File: config.mk
export PLATFORM = sky130hd
export DESIGN_NAME = fifo_rdout_seq
export DESIGN_NICKNAME = d
export VERILOG_FILES = /design/src/rtl/dmb_rdout_pkg.sv /design/src/rtl/prio_enc_lsb.sv /design/src/rtl/fifo_rdout_seq.sv
export SDC_FILE = /design/constraint.sdc
export NUM_CORES = 1
export LEC_CHECK = 0
export ABC_AREA = 1
export CAP_MARGIN = 5
export CORE_MARGIN = 1.5
export CORE_UTILIZATION = 49
export CTS_CLUSTER_SIZE = 8
export DETAILED_ROUTE_END_ITERATION = 8
export MAX_ROUTING_LAYER = met4
export PLACE_DENSITY = 0.86
export SYNTH_ARGS = -nofsm -noshare
export SYNTH_HDL_FRONTEND = slang
export SYNTH_SLANG_ARGS = --single-unit
export TNS_END_PERCENT = 50
File: constraint.sdc
create_clock -name CLKDDU -period 3.1 [get_ports CLKDDU]
set_clock_uncertainty 0.2 [all_clocks]
set_input_delay 0.465 -clock CLKDDU [delete_from_list [all_inputs] [get_ports CLKDDU]]
set_output_delay 0.465 -clock CLKDDU [all_outputs]
set_load 0.005 [all_outputs]
File: src/rtl/dmb_rdout_pkg.sv
// Shared types and helpers for the DMB FIFO readout path.
// State encoding, marker-bit position and a constant-foldable clog2.
package dmb_rdout_pkg;

    typedef enum logic [2:0] {
        IDLE,
        SEL,
        OE,
        RD,
        GAP
    } state_e;

    localparam int DW_DEFAULT      = 18;
    localparam int LAST_MARKER_BIT = DW_DEFAULT - 1;

    // Never returns less than 1, so a 1-entry range still gets a usable vector.
    function automatic int clog2(input int value);
        int r;
        r = 0;
        while ((1 << r) < value) begin
            r++;
        end
        return (r < 1) ? 1 : r;
    endfunction

    function automatic int markerPos(input int dw);
        return dw - 1;
    endfunction

endpackage

File: src/rtl/prio_enc_lsb.sv
// Lowest-set-bit priority encoder: returns the index of the lowest request
// and a valid flag when any request is present.
module prio_enc_lsb #(
    parameter int N = 7,
    parameter int W = 3
) (
    input  logic [N-1:0] req_i,
    output logic [W-1:0] idx_o,
    output logic         vld_o
);

    always_comb begin
        idx_o = '0;
        vld_o = 1'b0;
        for (int i = N - 1; i >= 0; i--) begin
            if (req_i[i]) begin
                idx_o = W'(i);
                vld_o = 1'b1;
            end
        end
    end

endmodule

File: src/rtl/fifo_rdout_seq.sv
// Per-event FIFO readout sequencer: walks the DAV mask channel by channel,
// streams each channel's event downstream and flags stuck or runaway channels.
module fifo_rdout_seq
    import dmb_rdout_pkg::*;
#(
    parameter int NCH  = 7,
    parameter int DW   = 18,
    parameter int STMO = 40,
    parameter int MAXW = 512
) (
    input  logic                  CLKDDU,
    input  logic                  RST,
    input  logic                  START,
    input  logic [NCH-1:0]        DAVMASK,
    input  logic [NCH-1:0]        KILL,
    input  logic [NCH-1:0]        FFOR_B,
    input  logic [DW-1:0]         DATAIN,
    input  logic                  DOUT_RDY,
    output logic [NCH-1:0]        RENFIFO_B,
    output logic [NCH-1:0]        OEFIFO_B,
    output logic [DW-1:0]         DOUT,
    output logic                  DOUT_VLD,
    output logic [clog2(NCH)-1:0] DOUT_CH,
    output logic                  BUSY,
    output logic                  DONE,
    output logic [NCH-1:0]        TMO,
    output logic [NCH-1:0]        OVF
);

    localparam int CHW  = clog2(NCH);
    localparam int TW   = clog2(STMO);
    localparam int CW   = clog2(MAXW + 1);
    localparam int LAST = markerPos(DW);

    state_e           state_q, state_d;
    logic [NCH-1:0]   pend_q, pend_d;
    logic [CHW-1:0]   ch_q, ch_d;
    logic [TW-1:0]    timer_q, timer_d;
    logic [CW-1:0]    count_q, count_d;
    logic [DW-1:0]    dout_q, dout_d;
    logic             vld_q, vld_d;
    logic [CHW-1:0]   doutCh_q, doutCh_d;
    logic             busy_q, busy_d;
    logic             done_q, done_d;
    logic [NCH-1:0]   tmo_q, tmo_d;
    logic [NCH-1:0]   ovf_q, ovf_d;

    logic [CHW-1:0]   encIdx;
    logic             encVld;
    logic             rdEn;
    logic             stuck;
    logic             lastWord;
    logic             atMaxw;
    logic             timeoutHit;

    prio_enc_lsb #(
        .N(NCH),
        .W(CHW)
    ) u_prio (
        .req_i(pend_q),
        .idx_o(encIdx),
        .vld_o(encVld)
    );

    // Backpressure freezes the stall timer: only "ready downstream but no word" counts.
    assign rdEn       = (state_q == RD) && !FFOR_B[ch_q] && DOUT_RDY;
    assign stuck      = (state_q == RD) &&  FFOR_B[ch_q] && DOUT_RDY;
    assign lastWord   = DATAIN[LAST];
    assign atMaxw     = (count_q == CW'(MAXW - 1));
    assign timeoutHit = stuck && (timer_q == TW'(STMO - 1));

    always_ff @(posedge CLKDDU or posedge RST) begin
        if (RST) begin
            state_q <= IDLE;
        end else begin
            state_q <= state_d;
        end
    end

    always_comb begin
        state_d = state_q;
        case (state_q)
            IDLE: if (START) state_d = SEL;
            SEL:  state_d = encVld ? OE : IDLE;
            OE:   state_d = RD;
            RD:   if ((rdEn && (lastWord || atMaxw)) || timeoutHit) state_d = GAP;
            GAP:  state_d = SEL;
            default: state_d = IDLE;
        endcase
    end

    always_comb begin
        RENFIFO_B = '1;
        OEFIFO_B  = '1;
        if (state_q == OE || state_q == RD) begin
            OEFIFO_B[ch_q] = 1'b0;
        end
        if (rdEn) begin
            RENFIFO_B[ch_q] = 1'b0;
        end
    end

    always_comb begin
        pend_d   = pend_q;
        ch_d     = ch_q;
        timer_d  = timer_q;
        count_d  = count_q;
        dout_d   = dout_q;
        vld_d    = 1'b0;
        doutCh_d = doutCh_q;
        busy_d   = busy_q;
        done_d   = 1'b0;
        tmo_d    = tmo_q;
        ovf_d    = ovf_q;
        case (state_q)
            IDLE: begin
                if (START) begin
                    pend_d = DAVMASK & ~KILL;
                    tmo_d  = '0;
                    ovf_d  = '0;
                    busy_d = 1'b1;
                end
            end
            SEL: begin
                if (!encVld) begin
                    done_d = 1'b1;
                    busy_d = 1'b0;
                end else begin
                    ch_d   = encIdx;
                    pend_d = pend_q & ~(NCH'(1) << encIdx);
                end
            end
            OE: begin
                timer_d = '0;
                count_d = '0;
            end
            RD: begin
                // A marker on the final permitted word is a clean end, not an overflow.
                if (rdEn) begin
                    dout_d   = DATAIN;
                    vld_d    = 1'b1;
                    doutCh_d = ch_q;
                    count_d  = count_q + CW'(1);
                    timer_d  = '0;
                    if (atMaxw && !lastWord) begin
                        ovf_d[ch_q] = 1'b1;
                    end
                end else if (stuck) begin
                    if (timeoutHit) begin
                        tmo_d[ch_q] = 1'b1;
                    end else begin
                        timer_d = timer_q + TW'(1);
                    end
                end
            end
            default: ;
        endcase
    end

    always_ff @(posedge CLKDDU or posedge RST) begin
        if (RST) begin
            pend_q   <= '0;
            ch_q     <= '0;
            timer_q  <= '0;
            count_q  <= '0;
            dout_q   <= '0;
            vld_q    <= 1'b0;
            doutCh_q <= '0;
            busy_q   <= 1'b0;
            done_q   <= 1'b0;
            tmo_q    <= '0;
            ovf_q    <= '0;
        end else begin
            pend_q   <= pend_d;
            ch_q     <= ch_d;
            timer_q  <= timer_d;
            count_q  <= count_d;
            dout_q   <= dout_d;
            vld_q    <= vld_d;
            doutCh_q <= doutCh_d;
            busy_q   <= busy_d;
            done_q   <= done_d;
            tmo_q    <= tmo_d;
            ovf_q    <= ovf_d;
        end
    end

    assign DOUT     = dout_q;
    assign DOUT_VLD = vld_q;
    assign DOUT_CH  = doutCh_q;
    assign BUSY     = busy_q;
    assign DONE     = done_q;
    assign TMO      = tmo_q;
    assign OVF      = ovf_q;

endmodule

==> summary.md, run 1 <==
| Metric | Value |
|---|---|
| Status | complete, no violations |
| CTS resizes | 0 |
| Cts bufs inserted | 9 |
| Fillers | between 500 and 600 |
| Met3 Track Usage GR | 0.0408 |
| Min Tclk post-route | about 2.9 ns |
| CTS Buffer Depth | 2 |
| Total track usage | 0.257 |
| CTS H-tree lvls | 3 |
| Met1 Usage GRT | 0.323 |
| Maximum vdd drop | 0.392 mV |
| Worst min path class | flip-flop to flip-flop |
| First-pass GRT wire length | ~15 mm |
| Syn avg cell area | around 7.5 µm² |
| Final Hold Viols | 0 |
| DRT antenna net count | 0 |
| Syn_nets | 509 |
| Crit path buffers/inverters | 3 |
| Sequential share of the synthesized area | 0.479 |
| Top Ports | 95 |
| Met2 GRT Util | 0.420 |
| Commonest non-fill, non-tap cell in the layout | nand2_1 |
| Layout cell share with drive strength beyond 1 | 0.0760 |
| Most frequent cells in the layout | 175 x nand2_1, 94 x clkdlybuf4s50_1, 67 x dfrtp_1 |
| 1st-iter DRT viols | approximately 220 |
| Most used DFF post-synth | dfrtp_1 |
| GP Congestion | between 0.9 and 1 |
| Crit path top cell by count | nand4_1 |
| Crit path largest cell delay | ~0.52 ns |
| N_diodes | 0 |
| Total grt overflow | 0 |
| CP max stage cell | dfrtp_1 |
| Row count | 30 |
| Nets | about 600 |
| Starting Density | 0.510 |
| Fin crit share | 0.927 |
| Mapped Area | around 3500 µm² |
| IO buf count | 94 |
| Top delay family on crit path | buffers and inverters |
| FFs w/ async S/R, synth | 1.00 |
| Final wirelength | between 8 and 9 mm |
| Post-CTS setup buffers | 0 |
| Fmax | approximately 350 MHz |
| Routed vias | between 3000 and 4000 |
| CTS tree | built |
| Post-synth EDFFs | 0 |
| Post-synth cell types | 31 |
| Slew Viols, Final | 0 |
| Clock Sink Count | between 60 and 70 |
| Setup TNS | 0 ns |
| Fin area | 4760 µm² |
| DRC viols | 0 |
| CP cell instances | inv_1 -> nand4_1 -> nand2_1 -> nor2_2 -> nand3_4 -> inv_2 -> nand4_1 -> clkdlybuf4s50_1 |
| Placed cell area | between 4000 and 5000 µm² |
| Relative slew slack | 0.537 |
| Die Height | 87.5 µm |
| Vias per cell | roughly 5.2 |
| Die X | approximately 88 µm |
| Pleak | 2.29 nW |
| Crit start category | flip-flop |
| Slew @ Worst Pin | 0.693 ns |
| Worst-Skew Late Latency | 0.34 ns |
| Pin count of the biggest net entering global routing | 37 |
| CP max FO | 9 |
| Worst path required time | roughly 2.4 ns |
| Hold_buf cts | 0 |
| Unrepaired setup endpoints after global routing | no |
| Crit path kind | flip-flop to output port |
| Initial antenna violation count | 0 |
| Die area | 7660 µm² |
| Seq cells post-synth | 67 |
| Ys Warns | 0 |
| Final setup viols | 0 |
| DR WL/cell | 13.4 µm |
| Max Cap Viol | 0 |
| P&R area growth vs syn | 36.1% |
| PwrDens | 869 nW/µm² |
| Worst setup EP type | output port |
| Vias in the first global route | roughly 3300 |
| Area of the core | approximately 6900 µm² |
| Clock transition at path regs | ~0.070 ns |
| DP Worst Slack | between 0.4 and 0.5 ns |
| Drt pass-1 iters | 5 |
| Cells after synthesis | ~460 |
| Detailed placement HPWL | between 6 and 7 mm |
| GRT busiest layer | met2 |
| Final setup margin | around 0.23 ns |
| Root Buffer | clkbuf_8 |
| Crit path arrival time | ~2.2 ns |
## layer usage
| layer | vias to the layer above | part of all wire | wire length, µm |
|---|---|---|---|
| li1 | 1686 | - | - |
| met1 | 1629 | 0.43 | 3810 |
| met2 | 131 | 0.51 | 4480 |
| met3 | 19 | 0.048 | 428 |
| met4 | 0 | 0.015 | 130 |
| met5 | - | 0 | 0 |
## state kept, by name (all words and copies together) (netlist names)
name      flops
BUSY          1
ch_q          3
OVF           7
DOUT_CH       3
timer_q       6
DONE          1
TMO           7
count_q      10
state_q       3
pend_q        7
DOUT_VLD      1
DOUT         18
## worst paths after layout
path / startpoint / end / slack (ns) / cells past startpoint
worst max-delay path: ch_q[1]$_DFFE_PP0P_ / RENFIFO_B[1] / 0.23 / 8
worst min-delay path: DOUT[16]$_DFFE_PP0P_ / DOUT[16]$_DFFE_PP0P_ / 0.28 / 2
worst max register to register: ch_q[1]$_DFFE_PP0P_ / count_q[7]$_DFFE_PP0P_ / 0.76 / 10
worst min register to register: DOUT[16]$_DFFE_PP0P_ / DOUT[16]$_DFFE_PP0P_ / 0.28 / 2
max in group asynchronous: RST / timer_q[3]$_DFFE_PP0P_ / 1.70 / 3
min in group asynchronous: RST / pend_q[1]$_DFFE_PP0P_ / 0.37 / 2
## Yosys cell counts (2+ instances only)
cell / instances / area, µm²
buf_2: 5 / 25.0
nand2_1: 175 / 657
buf_4: 2 / 15.0
o21ai_0: 26 / 130
inv_2: 7 / 26.3
nor3_1: 2 / 10.0
nand4_1: 18 / 113
nor2_1: 31 / 116
clkbuf_1: 3 / 11.3
ha_1: 2 / 25.0
nand3_1: 32 / 160
nand3b_1: 7 / 52.6
nand3_2: 2 / 20.0
nor2_2: 5 / 31.3
nand2_2: 2 / 12.5
dfrtp_1: 67 / 1680
o21a_1: 7 / 52.6
a21oi_1: 8 / 40.0
inv_1: 42 / 158
nand3_4: 2 / 35.0
o21ai_1: 9 / 45.0
## worst register-to-register path: stages (launching register included)
cell     delay [ns]
dfrtp_1        0.49
inv_1          0.24
nand4_1        0.17
nand2_1        0.12
nor2_2         0.06
nand3_4        0.07
buf_4          0.35
nand2_2        0.17
inv_2          0.20
nand2_1        0.10
o21ai_1        0.10
## where the power goes
part	leakage, nW	switching [mW]	internal, mW	total (mW)
combinational	1.29	1.12	0.825	1.95
clock	0.119	0.325	0.493	0.818
sequential	0.882	0.219	1.16	1.38
total	2.29	1.66	2.48	4.14
## metrics by stage
step | hold WS [ns] | utilization | std cells | power [mW]
2_1_floorplan | 0.249 | - | 464 | 2.50
3_3_place_gp | 0.262 | 0.661 | 646 | 3.26
3_5_place_dp | 0.266 | 0.661 | 646 | 3.32
4_1_cts | 0.285 | 0.694 | 662 | 4.15
5_1_grt | 0.301 | 0.694 | 662 | 4.47
6_report | 0.280 | 0.694 | 662 | 4.14
## layout make-up
class | instances | area (µm²) | area share
clock inverters | 5 | 75.1 | 0.0158
inverters | 49 | 184 | 0.0386
flip-flops and latches | 67 | 1680 | 0.352
clock buffers | 11 | 151 | 0.0318
repair buffers | 98 | 983 | 0.206
multi-input cells | 336 | 1570 | 0.330
well taps | 96 | 120 | 0.0252
## kinds of logic after synthesis
kind of cell             share of synthesized area
AO/OA/AOI/OAI                               0.0879
buffers and inverters                       0.0715
AND/OR/NAND/NOR                              0.350
XOR/XNOR                                   0.00500
adder cells (fa/ha/maj)                    0.00715
flip-flops                                   0.479
Note: power is estimated with default switching activity, not from simulation.
==> inputs of run 2 (changes only) <==
CORE_MARGIN = 3   (was 1.5)
==> run 2 against run 1 <==
Against the previous run:
- non-clock buffer count did not move
- largest power group unchanged
- count of clock-buffer cells in the layout up 1
- maximum frequency fell by 0.22%
- first-iteration DRC count rose by 14%
==> summary.md, run 2 (synthesized netlist as in run 1, its figures left out) <==
| Metric | Value |
|---|---|
| Status | complete, no violations (unchanged) |
| CP max FO | 9 (unchanged) |
| Die Height | 90.5 µm (was 87.5 µm) |
| Total track usage | 0.234 (was 0.257) |
| Setup TNS | 0 ns (unchanged) |
| Relative slew slack | 0.680 (was 0.537) |
| N_diodes | 0 (unchanged) |
| Crit path kind | flip-flop to output port (unchanged) |
| Worst-Skew Late Latency | 0.33 ns (was 0.34 ns) |
| Final setup viols | 0 (unchanged) |
| CP max stage cell | dfrtp_1 (unchanged) |
| Final cell count without fillers | 662 (unchanged) |
| Crit start category | flip-flop (unchanged) |
| CP cell instances | inv_2 -> nand3_1 -> nand2_1 -> nor2_2 -> nand3_4 -> inv_2 -> nand4_1 -> clkdlybuf4s50_1 (was inv_1 -> nand4_1 -> nand2_1 -> nor2_2 -> nand3_4 -> inv_2 -> nand4_1 -> clkdlybuf4s50_1) |
| Fillers | 563 (was 564) |
| Drt pass-1 iters | 4 (was 5) |
| Fmax | 347 MHz (was 348 MHz) |
| Final wirelength | 9.09 mm (was 8.85 mm) |
| FF/Latch Area | 1680 µm² (unchanged) |
| Top Ports | 95 (unchanged) |
| Commonest non-fill, non-tap cell in the layout | nand2_1 (unchanged) |
| CTS Buffer Depth | 2 (unchanged) |
| Worst min path class | flip-flop to flip-flop (unchanged) |
| Layout cell share with drive strength beyond 1 | 0.0760 (unchanged) |
| Crit path top cell by count | inv_2 (was nand4_1) |
| Crit path largest cell delay | 0.53 ns (was 0.52 ns) |
| Post-CTS setup buffers | 0 (unchanged) |
| Min Tclk post-route | 2.88 ns (was 2.87 ns) |
| Clock Sink Count | 67 (unchanged) |
| Nets | 606 (unchanged) |
| Detailed placement HPWL | 6.86 mm (was 6.61 mm) |
| Root Buffer | clkbuf_8 (unchanged) |
| Die area | 8190 µm² (was 7660 µm²) |
| Clock transition at path regs | 0.07 ns (about the same) |
| Area of the core | 6870 µm² (unchanged) |
| CTS resizes | 0 (unchanged) |
| Slew Viols, Final | 0 (unchanged) |
| Largest register FFs | 18 (unchanged) |
| 1st-iter DRT viols | 253 (was 222) |
| Worst setup EP type | output port (unchanged) |
| Most frequent cells in the layout | 175 x nand2_1, 94 x clkdlybuf4s50_1, 67 x dfrtp_1 (unchanged) |
| First-pass GRT wire length | 15.3 mm (was 15.0 mm) |
| Hold slack final | 0.281 ns (was 0.280 ns) |
| DR WL/cell | 13.7 µm (was 13.4 µm) |
| Critical Path Start | ch_q[0]$_DFFE_PP0P_ (was ch_q[1]$_DFFE_PP0P_) |
| DRC viols | 0 (unchanged) |
| CTS H-tree lvls | 3 (unchanged) |
| Initial antenna violation count | 0 (unchanged) |
| Starting Density | 0.510 (unchanged) |
| IO buf count | 94 (unchanged) |
| Inst Count DP | 646 (unchanged) |
| Max Cap Viol | 0 (unchanged) |
| Worst r2r src | ch_q[0]$_DFFE_PP0P_ (was ch_q[1]$_DFFE_PP0P_) |
| DRT antenna net count | 0 (unchanged) |
| Maximum vdd drop | 0.443 mV (was 0.392 mV) |
| Hold path startpoint | DOUT[1]$_DFFE_PP0P_ (was DOUT[16]$_DFFE_PP0P_) |
| Crit path arrival time | 2.21 ns (about the same) |
| CTS tree | built (unchanged) |
| Row count | 30 (unchanged) |
| Multi-input gate area | 1570 µm² (unchanged) |
| Vias per cell | 5.16 (was 5.23) |
| Slew @ Worst Pin | 0.477 ns (was 0.693 ns) |
| Routed vias | 3415 (was 3465) |
| PwrDens | 861 nW/µm² (was 869 nW/µm²) |
| GP Congestion | 0.915 (was 0.988) |
| Unrepaired setup endpoints after global routing | no (unchanged) |
| Pleak | 2.28 nW (was 2.29 nW) |
| Cts bufs inserted | 9 (unchanged) |
| Pin count of the biggest net entering global routing | 68 (was 37) |
| Fin crit share | 0.929 (was 0.927) |
| Total grt overflow | 0 (unchanged) |
| Total Power | 4.09 mW (was 4.14 mW) |
| Final Hold Viols | 0 (unchanged) |
| Hold_buf cts | 0 (unchanged) |
| Worst path required time | 2.43 ns (about the same) |
| Die X | 90.5 µm (was 87.5 µm) |
| P&R area growth vs syn | 35.7% (was 36.1%) |
| Vias in the first global route | 3342 (was 3345) |
run 2: cell type report:
class                           instances  share of cell area
Inverter                               49              0.0387
Multi-Input combinational cell        336               0.331
Timing Repair Buffer                   98               0.207
Tap cell                               96              0.0253
Clock buffer                           12              0.0348
Clock inverter                          4              0.0100
Sequential cell                        67               0.353
run 2: through the flow:
| step | area (µm²) | setup WS (ns) | utilization |
|---|---|---|---|
| 6_report | 4750 | 0.221 | 0.692 |
| 5_1_grt | 4750 | 0.0808 | 0.692 |
| 4_1_cts | 4750 | 0.240 | 0.692 |
| 3_5_place_dp | 4540 | 0.427 | 0.661 |
| 3_3_place_gp | 4540 | 0.467 | 0.661 |
| 2_1_floorplan | 3500 | 0.752 | - |
run 2: worst paths after layout:
| check | to | slack, ns | cells past startpoint |
|---|---|---|---|
| worst max-delay path | RENFIFO_B[1] | 0.22 | 8 |
| min in group asynchronous | pend_q[2]$_DFFE_PP0P_ | 0.31 | 3 |
| worst max register to register | OVF[4]$_DFFE_PP0P_ | 0.79 | 10 |
| worst min-delay path | DOUT[1]$_DFFE_PP0P_ | 0.28 | 2 |
| worst min register to register | DOUT[1]$_DFFE_PP0P_ | 0.28 | 2 |
| max in group asynchronous | timer_q[5]$_DFFE_PP0P_ | 2.10 | 3 |
run 2: routing by layer:
layer,track usage,part of all wire
met1,0.280,0.42
met2,0.406,0.52
met3,0.0358,0.047
met4,0.0765,0.016
met5,-,0
run 2: worst max-delay path: cells and delay by family, from the launching register on:
kind / cells / cell delay (ns)
buf+inv: 3 / 0.74
simple gates: 5 / 0.62
flops: 1 / 0.53
run 2: report_power, final:
part           internal, mW  total (mW)  switching [mW]
clock network         0.435       0.759           0.325
registers              1.16        1.38           0.223
logic                 0.825        1.95            1.13
total                  2.42        4.09            1.67
